`config.mk`:
```
export PLATFORM = sky130hd
export DESIGN_NAME = hack_mul16_seq_flat
export DESIGN_NICKNAME = d
export VERILOG_FILES = /design/src/rtl/hack_pkg.sv /design/src/rtl/hack_mul16_seq_if.sv /design/src/rtl/pp_gate32.sv /design/src/rtl/hack_mul16_seq.sv /design/src/flat_wrapper.sv
export SDC_FILE = /design/constraint.sdc
export NUM_CORES = 1
export LEC_CHECK = 0
export BUFFER_PORTS_ARGS = -buffer_cell sky130_fd_sc_hd__buf_2
export CORE_AREA = 2 2 110 155
export DETAILED_ROUTE_END_ITERATION = 8
export DIE_AREA = 0 0 112 157
export GPL_TIMING_DRIVEN = 0
export PLACE_DENSITY = 0.57
export SYNTH_ARGS = -nofsm -noshare
export SYNTH_HDL_FRONTEND = slang
export SYNTH_SLANG_ARGS = --single-unit
```
`constraint.sdc`:
```
create_clock -name clk -period 8.7 [get_ports clk]
set_input_delay 1.74 -clock clk [delete_from_list [all_inputs] [get_ports clk]]
set_output_delay 1.74 -clock clk [all_outputs]
set_load 0.01 [all_outputs]
```
`src/rtl/hack_pkg.sv`:
```
// Shared Hack datapath definitions: word width, multiplier iteration count and FSM states.
package hack_pkg;

  localparam int HACK_W    = 16;
  localparam int MUL_ITERS = 16;

  typedef enum logic [1:0] {
    IDLE = 2'd0,
    RUN  = 2'd1,
    DONE = 2'd2
  } mul_state_t;

endpackage

```
`src/rtl/hack_mul16_seq_if.sv`:
```
// Start/done handshake bundle between the ALU (master) and the sequential multiplier (slave).
interface hack_mul16_seq_if;
  import hack_pkg::*;

  logic              start;
  logic [HACK_W-1:0] a;
  logic [HACK_W-1:0] b;
  logic              busy;
  logic              done;
  logic [HACK_W-1:0] product;
  logic              overflow;

  modport master (
    output start, a, b,
    input  busy, done, product, overflow
  );

  modport slave (
    input  start, a, b,
    output busy, done, product, overflow
  );

endinterface

```
`src/rtl/pp_gate32.sv`:
```
// 32-bit word AND single bit: the partial product feeding the multiplier accumulator.
module pp_gate32 (
  input  logic [31:0] word,
  input  logic        sel,
  output logic [31:0] pp
);

  assign pp = word & {32{sel}};

endmodule

```
`src/rtl/hack_mul16_seq.sv`:
```
// Sequential 16x16 shift-and-add multiplier returning the low product half and an unsigned overflow flag.
// Optional build macro HACK_MUL16_EARLY_EXIT_EN ends RUN once no multiplier bits remain.
module hack_mul16_seq
  import hack_pkg::*;
(
  input  logic              clk,
  input  logic              rst_n,
  hack_mul16_seq_if.slave   bus
);

  mul_state_t        state_r;
  mul_state_t        state_next_s;
  logic [31:0]       acc_r;
  logic [31:0]       mcand_r;
  logic [HACK_W-1:0] mplier_r;
  logic [3:0]        count_r;
  logic [HACK_W-1:0] product_r;
  logic              overflow_r;
  logic              busy_r;
  logic              done_r;

  logic [31:0]       pp_s;
  logic [31:0]       acc_next_s;
  logic [HACK_W-1:0] mplier_next_s;
  logic              last_iter_s;

  pp_gate32 u_pp_gate (
    .word (mcand_r),
    .sel  (mplier_r[0]),
    .pp   (pp_s)
  );

  // Datapath next values for one shift-and-add iteration and the RUN exit condition
  always_comb begin
    acc_next_s    = acc_r + pp_s;
    mplier_next_s = mplier_r >> 1;
`ifdef HACK_MUL16_EARLY_EXIT_EN
    last_iter_s   = (count_r == 4'(MUL_ITERS - 1)) || (mplier_next_s == 16'd0);
`else
    last_iter_s   = (count_r == 4'(MUL_ITERS - 1));
`endif
  end

  // FSM next-state decode
  always_comb begin
    state_next_s = state_r;
    case (state_r)
      IDLE: begin
        if (bus.start) begin
          state_next_s = RUN;
        end else begin
          state_next_s = IDLE;
        end
      end
      RUN: begin
        if (last_iter_s) begin
          state_next_s = DONE;
        end else begin
          state_next_s = RUN;
        end
      end
      DONE:    state_next_s = IDLE;
      default: state_next_s = IDLE;
    endcase
  end

  // FSM state register; busy/done are registered from the next state so they track it exactly
  always_ff @(posedge clk or negedge rst_n) begin
    if (!rst_n) begin
      state_r <= IDLE;
      busy_r  <= 1'b0;
      done_r  <= 1'b0;
    end else begin
      state_r <= state_next_s;
      busy_r  <= (state_next_s != IDLE);
      done_r  <= (state_next_s == DONE);
    end
  end

  // Operand capture, iteration registers and result latch
  always_ff @(posedge clk or negedge rst_n) begin
    if (!rst_n) begin
      acc_r      <= 32'd0;
      mcand_r    <= 32'd0;
      mplier_r   <= 16'd0;
      count_r    <= 4'd0;
      product_r  <= 16'd0;
      overflow_r <= 1'b0;
    end else begin
      case (state_r)
        IDLE: begin
          if (bus.start) begin
            acc_r    <= 32'd0;
            mcand_r  <= {16'd0, bus.a};
            mplier_r <= bus.b;
            count_r  <= 4'd0;
          end
        end
        RUN: begin
          acc_r    <= acc_next_s;
          mcand_r  <= mcand_r << 1;
          mplier_r <= mplier_next_s;
          count_r  <= count_r + 4'd1;
          if (last_iter_s) begin
            product_r  <= acc_next_s[15:0];
            overflow_r <= |acc_next_s[31:16];
          end
        end
        default: begin
          acc_r <= acc_r;
        end
      endcase
    end
  end

  assign bus.busy     = busy_r;
  assign bus.done     = done_r;
  assign bus.product  = product_r;
  assign bus.overflow = overflow_r;

endmodule
```
`src/flat_wrapper.sv`:
```
// flat-port wrapper written by rule: the top's interface ports become plain ports
module hack_mul16_seq_flat import hack_pkg::*;
  (clk, rst_n, bus_start, bus_a, bus_b, bus_busy, bus_done, bus_product, bus_overflow);
  hack_mul16_seq_if bus_i ();
  input  logic clk;
  input  logic rst_n;
  input wire logic [$bits(bus_i.start)-1:0] bus_start;
  input wire logic [$bits(bus_i.a)-1:0] bus_a;
  input wire logic [$bits(bus_i.b)-1:0] bus_b;
  output wire logic [$bits(bus_i.busy)-1:0] bus_busy;
  output wire logic [$bits(bus_i.done)-1:0] bus_done;
  output wire logic [$bits(bus_i.product)-1:0] bus_product;
  output wire logic [$bits(bus_i.overflow)-1:0] bus_overflow;
  assign bus_i.start = bus_start;
  assign bus_i.a = bus_a;
  assign bus_i.b = bus_b;
  assign bus_busy = bus_i.busy;
  assign bus_done = bus_i.done;
  assign bus_product = bus_i.product;
  assign bus_overflow = bus_i.overflow;
  hack_mul16_seq u_core (.clk(clk), .rst_n(rst_n), .bus(bus_i));
endmodule
```
* Yosys cells after proc, flatten, opt, wreduce, memory -nomap -nowiden
Cells that the tools add are included.
** Word-level totals
- RAM bits :: 0
- Logic and storage cells :: 33
- Memories kept :: 0
- Latch bits :: 0
- Output and inout bits :: 19
- Memory bits (read-only) :: 0
- Input port bits :: 35
- Register bits :: 105
** Operators by class
- Divide/modulo/power cells :: 0
- Multiply operators :: 0
- Magnitude comparators :: 0
- Shift operators :: 0
- Mux-type cells :: 11
- $add $sub $neg :: 2
- Reduce and logical (&&, ||, !) cells :: 6
- Bitwise operators :: 1
- Eq/ne operators :: 4
** Operators with widths (number)
- 32-bit case mux with 2 select lines :: 2
- 32-bit 2-to-1 mux :: 2
- 32-bit adder :: 1
- 32-bit bitwise AND :: 1
- 16-bit case mux with 2 select lines :: 1
- 16-bit 2-to-1 mux :: 1
- 16-bit OR reduction :: 1
- 4-bit case mux with 2 select lines :: 1
- 4-bit by 1-bit adder with 4-bit output, second input constant :: 1
- 4-bit equality test, second input constant :: 1
- 4-bit 2-to-1 mux :: 1
- 2-bit case mux with 2 select lines :: 1
- 2-bit AND reduction :: 2
- 2-bit nonzero test :: 2
- 2-bit by 1-bit equality test with 1-bit output, second input constant :: 1
- 2-bit equality test, second input constant :: 1
- 2-bit logical NOT :: 1
- 2-bit 2-to-1 mux :: 1
- 2-bit != test, second input constant :: 1
- 1-bit 2-to-1 mux :: 1

* Longest topological paths before layout
- Depth in word-level cells :: 4
- Gate-level depth with buffers :: 13
- Gate-level depth less buffers :: 12

* By module
A second synthesis with hierarchy kept.
** Unflattened totals
- Cells, all modules :: 729
- Area total of the unflattened synthesis :: 6602.6 um^2
** Modules (own cells, without submodules)
- hack_mul16_seq :: area an instance 6347.3 um^2, cells an instance 694, seq. area each 2627.5 um^2, instances 1
- pp_gate32 :: area an instance 255.2 um^2, cells an instance 35, seq. area each 0.0 um^2, instances 1

* Worst setup path after synthesis
No wires, ideal clock.
- Path kind :: register -> register
- From :: register u_core.mplier_r[0]
- To :: register u_core.overflow_r, in the netlist u_core.bus.overflow
- Required time :: 8.574 ns
- Stages on the path, launching flop included :: 14
- Library setup time :: 0.126 ns
- Slack :: 5.099 ns
- Buffers on the path :: 1
- Arrival time :: 3.475 ns
- Clock period less this slack :: 3.601 ns
- Path through :: dfrtp_1 clkbuf_1 and2_1 ha_1 fa_1 a21o_1 a221o_1 a32o_1 o21ai_0 a311oi_1 or4b_1 nor4_2 nand4b_1 o32a_1
** Between the ends
- Cells in the longest elaborated chain, start to end :: 3
** RTL lines
- start: declaration :: line hack_mul16_seq.sv:15 : logic [HACK_W-1:0] mplier_r;
- start signal: assignment :: line hack_mul16_seq.sv:95 : mplier_r <= bus.b;
- start signal: assignment :: line hack_mul16_seq.sv:102 : mplier_r <= mplier_next_s;
- 32-bit bitwise AND :: line pp_gate32.sv:8 : assign pp = word & {32{sel}};
- 32-bit adder :: line hack_mul16_seq.sv:35 : acc_next_s = acc_r + pp_s;
- 16-bit OR reduction :: line hack_mul16_seq.sv:106 : overflow_r <= |acc_next_s[31:16];
- end signal: assignment :: line hack_mul16_seq.sv:106
- end: declaration :: line hack_mul16_seq.sv:18 : logic overflow_r;
Every way passes these cells.
A chain may end at the register's enable or synchronous reset.

* Worst setup path after layout
Same ends and word-level chain as after synthesis.

==> reports/metrics.cfg <==
[pwr]
power_frac_seq_pct = 36.7
pwr-share-comb_pct = 44.2
power.share.switching_pct = 41.8
peakVddDrop_mv = 0.133
clkPwrFrac_pct = 19.1
power_density_mw_per_mm2 = 308
p_sw_mw = 0.928
p_leak_nw = 3.36
p_int_mw = 1.29

[worst_setup_path]
critPathKind = reg2reg
crit_arrival_ns = 4.64
r2r_slack_ns = 4.31
crit_path_start_kind = register
r2r-end = u_core.bus.overflow
cp_max_fo = 10
r2r_cells = 13
worstPathRequired_ns = 8.94
r2r_start = u_core.mplier_r[0]
endpoint_kind = register

[sta]
drv_slew = 0
rsz0062_at_grt = false
whs_ns = 0.502
max_freq_mhz = 228
relSlewSlack_pct = 18.8
finalSetupViolations = 0
tns_ns = 0
skew_ns = 0.0121
hold_viol = 0
fin_crit_sh_pct = 50.5
worst_slew_pin_slew_ns = 1.21
period_needed_ns = 4.39

[synthesis]
ys_ff_latch = 105
synthCells = 680
synth-seq-area-share_pct = 41.2
synthDistinctLibCells = 61
avgSynthCellArea_um2 = 9.37
synth_edf_count = 0
syn_area_mm2 = 0.00637
synth_ff_type = dfrtp_1
synth_warnings = 0
synth_async_sr_flop_share_pct = 100
synth_fp_nets = 748

[global_route]
grt_util_all_layers_pct = 20.1
grt_pass1_vias = 5484
grt_max_degree = 59
antenna_found_initial = 0
gr-total-overflow = 0
grt_pass1_wl_mm = 28.2

[floorplanning]
coreArea_mm2 = 0.0161
dieHeight_um = 157
io_pins = 54
die_x_um = 112
initial_core_util_pct = 39.6
dieArea_mm2 = 0.0176
rows = 55

[cells_and_area]
area_delta_synth_final_pct = 13.3
n_antenna_cell = 0
layout_common_cells = 105 x dfrtp_1, 64 x o21ai_0, 63 x a21oi_1
final_common_cell = dfrtp_1
drive_gt1_share_pct = 12.4
n_fill_cell = 1622
fin_nets = 813

[routing]
drc = 0
first_pass_iters = 4
detail-route-antenna-nets = 0
drt_iter0_markers = 228
post_drt_via_cell_ratio = 5.76
routed_wl_mm = 17.4
routedWlPerCell_um = 18.3
dr_total_vias = 5467

[hold_path]
hold_end = u_core.acc_r[18]
holdPathStages = 2
hold_start = u_core.acc_r[18]
holdCritPathClass = reg2reg

[clock_network]
path_clk_slew_ns = 0.08
tritoncts = done
htree_num_levels = 3
post_cts_buffers = 0
insertion_delay_ns = 0.36
cts_sinks = 105
holdBufCountCts = 0
cts.repair.resized = 0
clock_path_buffers = 2
cts_root_buf = clkbuf_16
numCtsBuffers = 9

[run_status]
outcome = finished clean

[placement]
dp_hpwl_mm = 13.5
port_buffers = 53
gp_congestion = 0.881

[flow_run]
cap_violations = 0

==> registers in the layout (all words and copies together), names as in the netlist <==
signal,cells
u_core.mcand_r,32
u_core.bus.done,1
u_core.mplier_r,16
u_core.bus.busy,1
u_core.bus.overflow,1
u_core.acc_r,32
u_core.state_r,2
u_core.count_r,4
u_core.bus.product,16
==> final cells by class <==
| class | count | area, µm² | area share [%] |
|---|---|---|---|
| Multi-Input combinational cell | 524 | 3550 | 49.2 |
| Sequential cell | 105 | 2630 | 36.4 |
| Timing Repair Buffer | 54 | 295 | 4.09 |
| Tap cell | 199 | 249 | 3.45 |
| Clock buffer | 9 | 225 | 3.12 |
| Buffer | 43 | 163 | 2.25 |
| Clock inverter | 7 | 77.6 | 1.07 |
| Inverter | 8 | 30.0 | 0.416 |
==> worst max-delay path by stage <==
stage	start	to	slack (ns)	cells after the start
after floorplan	u_core.mplier_r[0]	u_core.bus.overflow	5.10	13
after global placement	u_core.mplier_r[0]	u_core.bus.overflow	4.36	13
after detailed placement	u_core.mplier_r[0]	u_core.bus.overflow	4.36	13
after CTS	u_core.mplier_r[0]	u_core.bus.overflow	4.33	13
after global routing	u_core.mplier_r[0]	u_core.bus.overflow	4.14	13
final	u_core.mplier_r[0]	u_core.bus.overflow	4.31	13
==> cell usage after synthesis, types with 6 or more instances <==
library cell	n	area, µm²
dfrtp_1	105	2630
o21ai_0	64	320
a21oi_1	63	315
nand2_1	56	210
clkbuf_1	41	154
a22o_1	40	350
and2_1	35	219
ha_1	32	400
nor2_1	25	93.8
nor2b_1	20	125
a22oi_1	16	120
and3b_1	16	140
mux2_2	16	180
xnor2_1	14	123
xor2_1	12	105
nand3_1	11	55.1
nand4_1	9	56.3
nor3_1	9	45.0
o211ai_1	9	67.6
inv_1	8	30.0
o21a_1	7	52.6
a21o_1	6	45.0
==> worst max-delay path, cell delays in order (launching register included) <==
cell	delay [ns]
dfrtp_1	0.46
clkbuf_1	0.22
and2_1	0.18
ha_1	0.21
fa_1	0.42
a21o_1	0.22
a221o_1	0.41
a32o_1	0.38
o21ai_0	0.25
a311oi_1	0.21
or4b_1	0.57
nor4_2	0.27
nand4b_1	0.18
o32a_1	0.32
==> through the flow <==
stage | cells | setup slack (ns) | util, % | cell area, µm² | total power [mW]
finish | 949 | 4.31 | 44.8 | 7220 | 2.22
global route | 949 | 4.14 | 44.8 | 7220 | 2.38
CTS | 949 | 4.33 | 44.8 | 7220 | 2.24
detailed placement | 933 | 4.36 | 42.9 | 6910 | 1.81
global placement | 932 | 4.36 | 42.8 | 6880 | 1.78
floorplan | 680 | 5.10 | - | 6370 | 1.50
==> cells by family (layout without fill, tap and decap cells) <==
family	after synthesis	in the layout	synth area share [%]
AO/OA/AOI/OAI	239	239	24.4
AND/OR/NAND/NOR	209	209	18.1
adder cells (fa/ha/maj)	33	33	6.60
buffers and inverters	51	121	3.02
flip-flops	105	105	41.2
multiplexers	17	17	2.99
XOR/XNOR	26	26	3.57
==> power by group through the flow <==
stage                     registers (mW)  clock network [mW]  logic [mW]
after global routing               0.839               0.452        1.09
after floorplan                    0.801                   0       0.699
after CTS                          0.814               0.436       0.989
final                              0.814               0.425       0.981
after global placement             0.815                   0       0.960
after detailed placement           0.822                   0       0.984
==> per-layer routing <==
metal  wire length (µm)  global-route usage (%)  up-vias
li1                   -                       -     2643
met3                588                    2.93       38
met2               8760                    35.7      128
met4                691                    8.83        0
met5                  0                       0        -
met1               7360                    24.3     2658
Power figures use the tool's default switching activity.
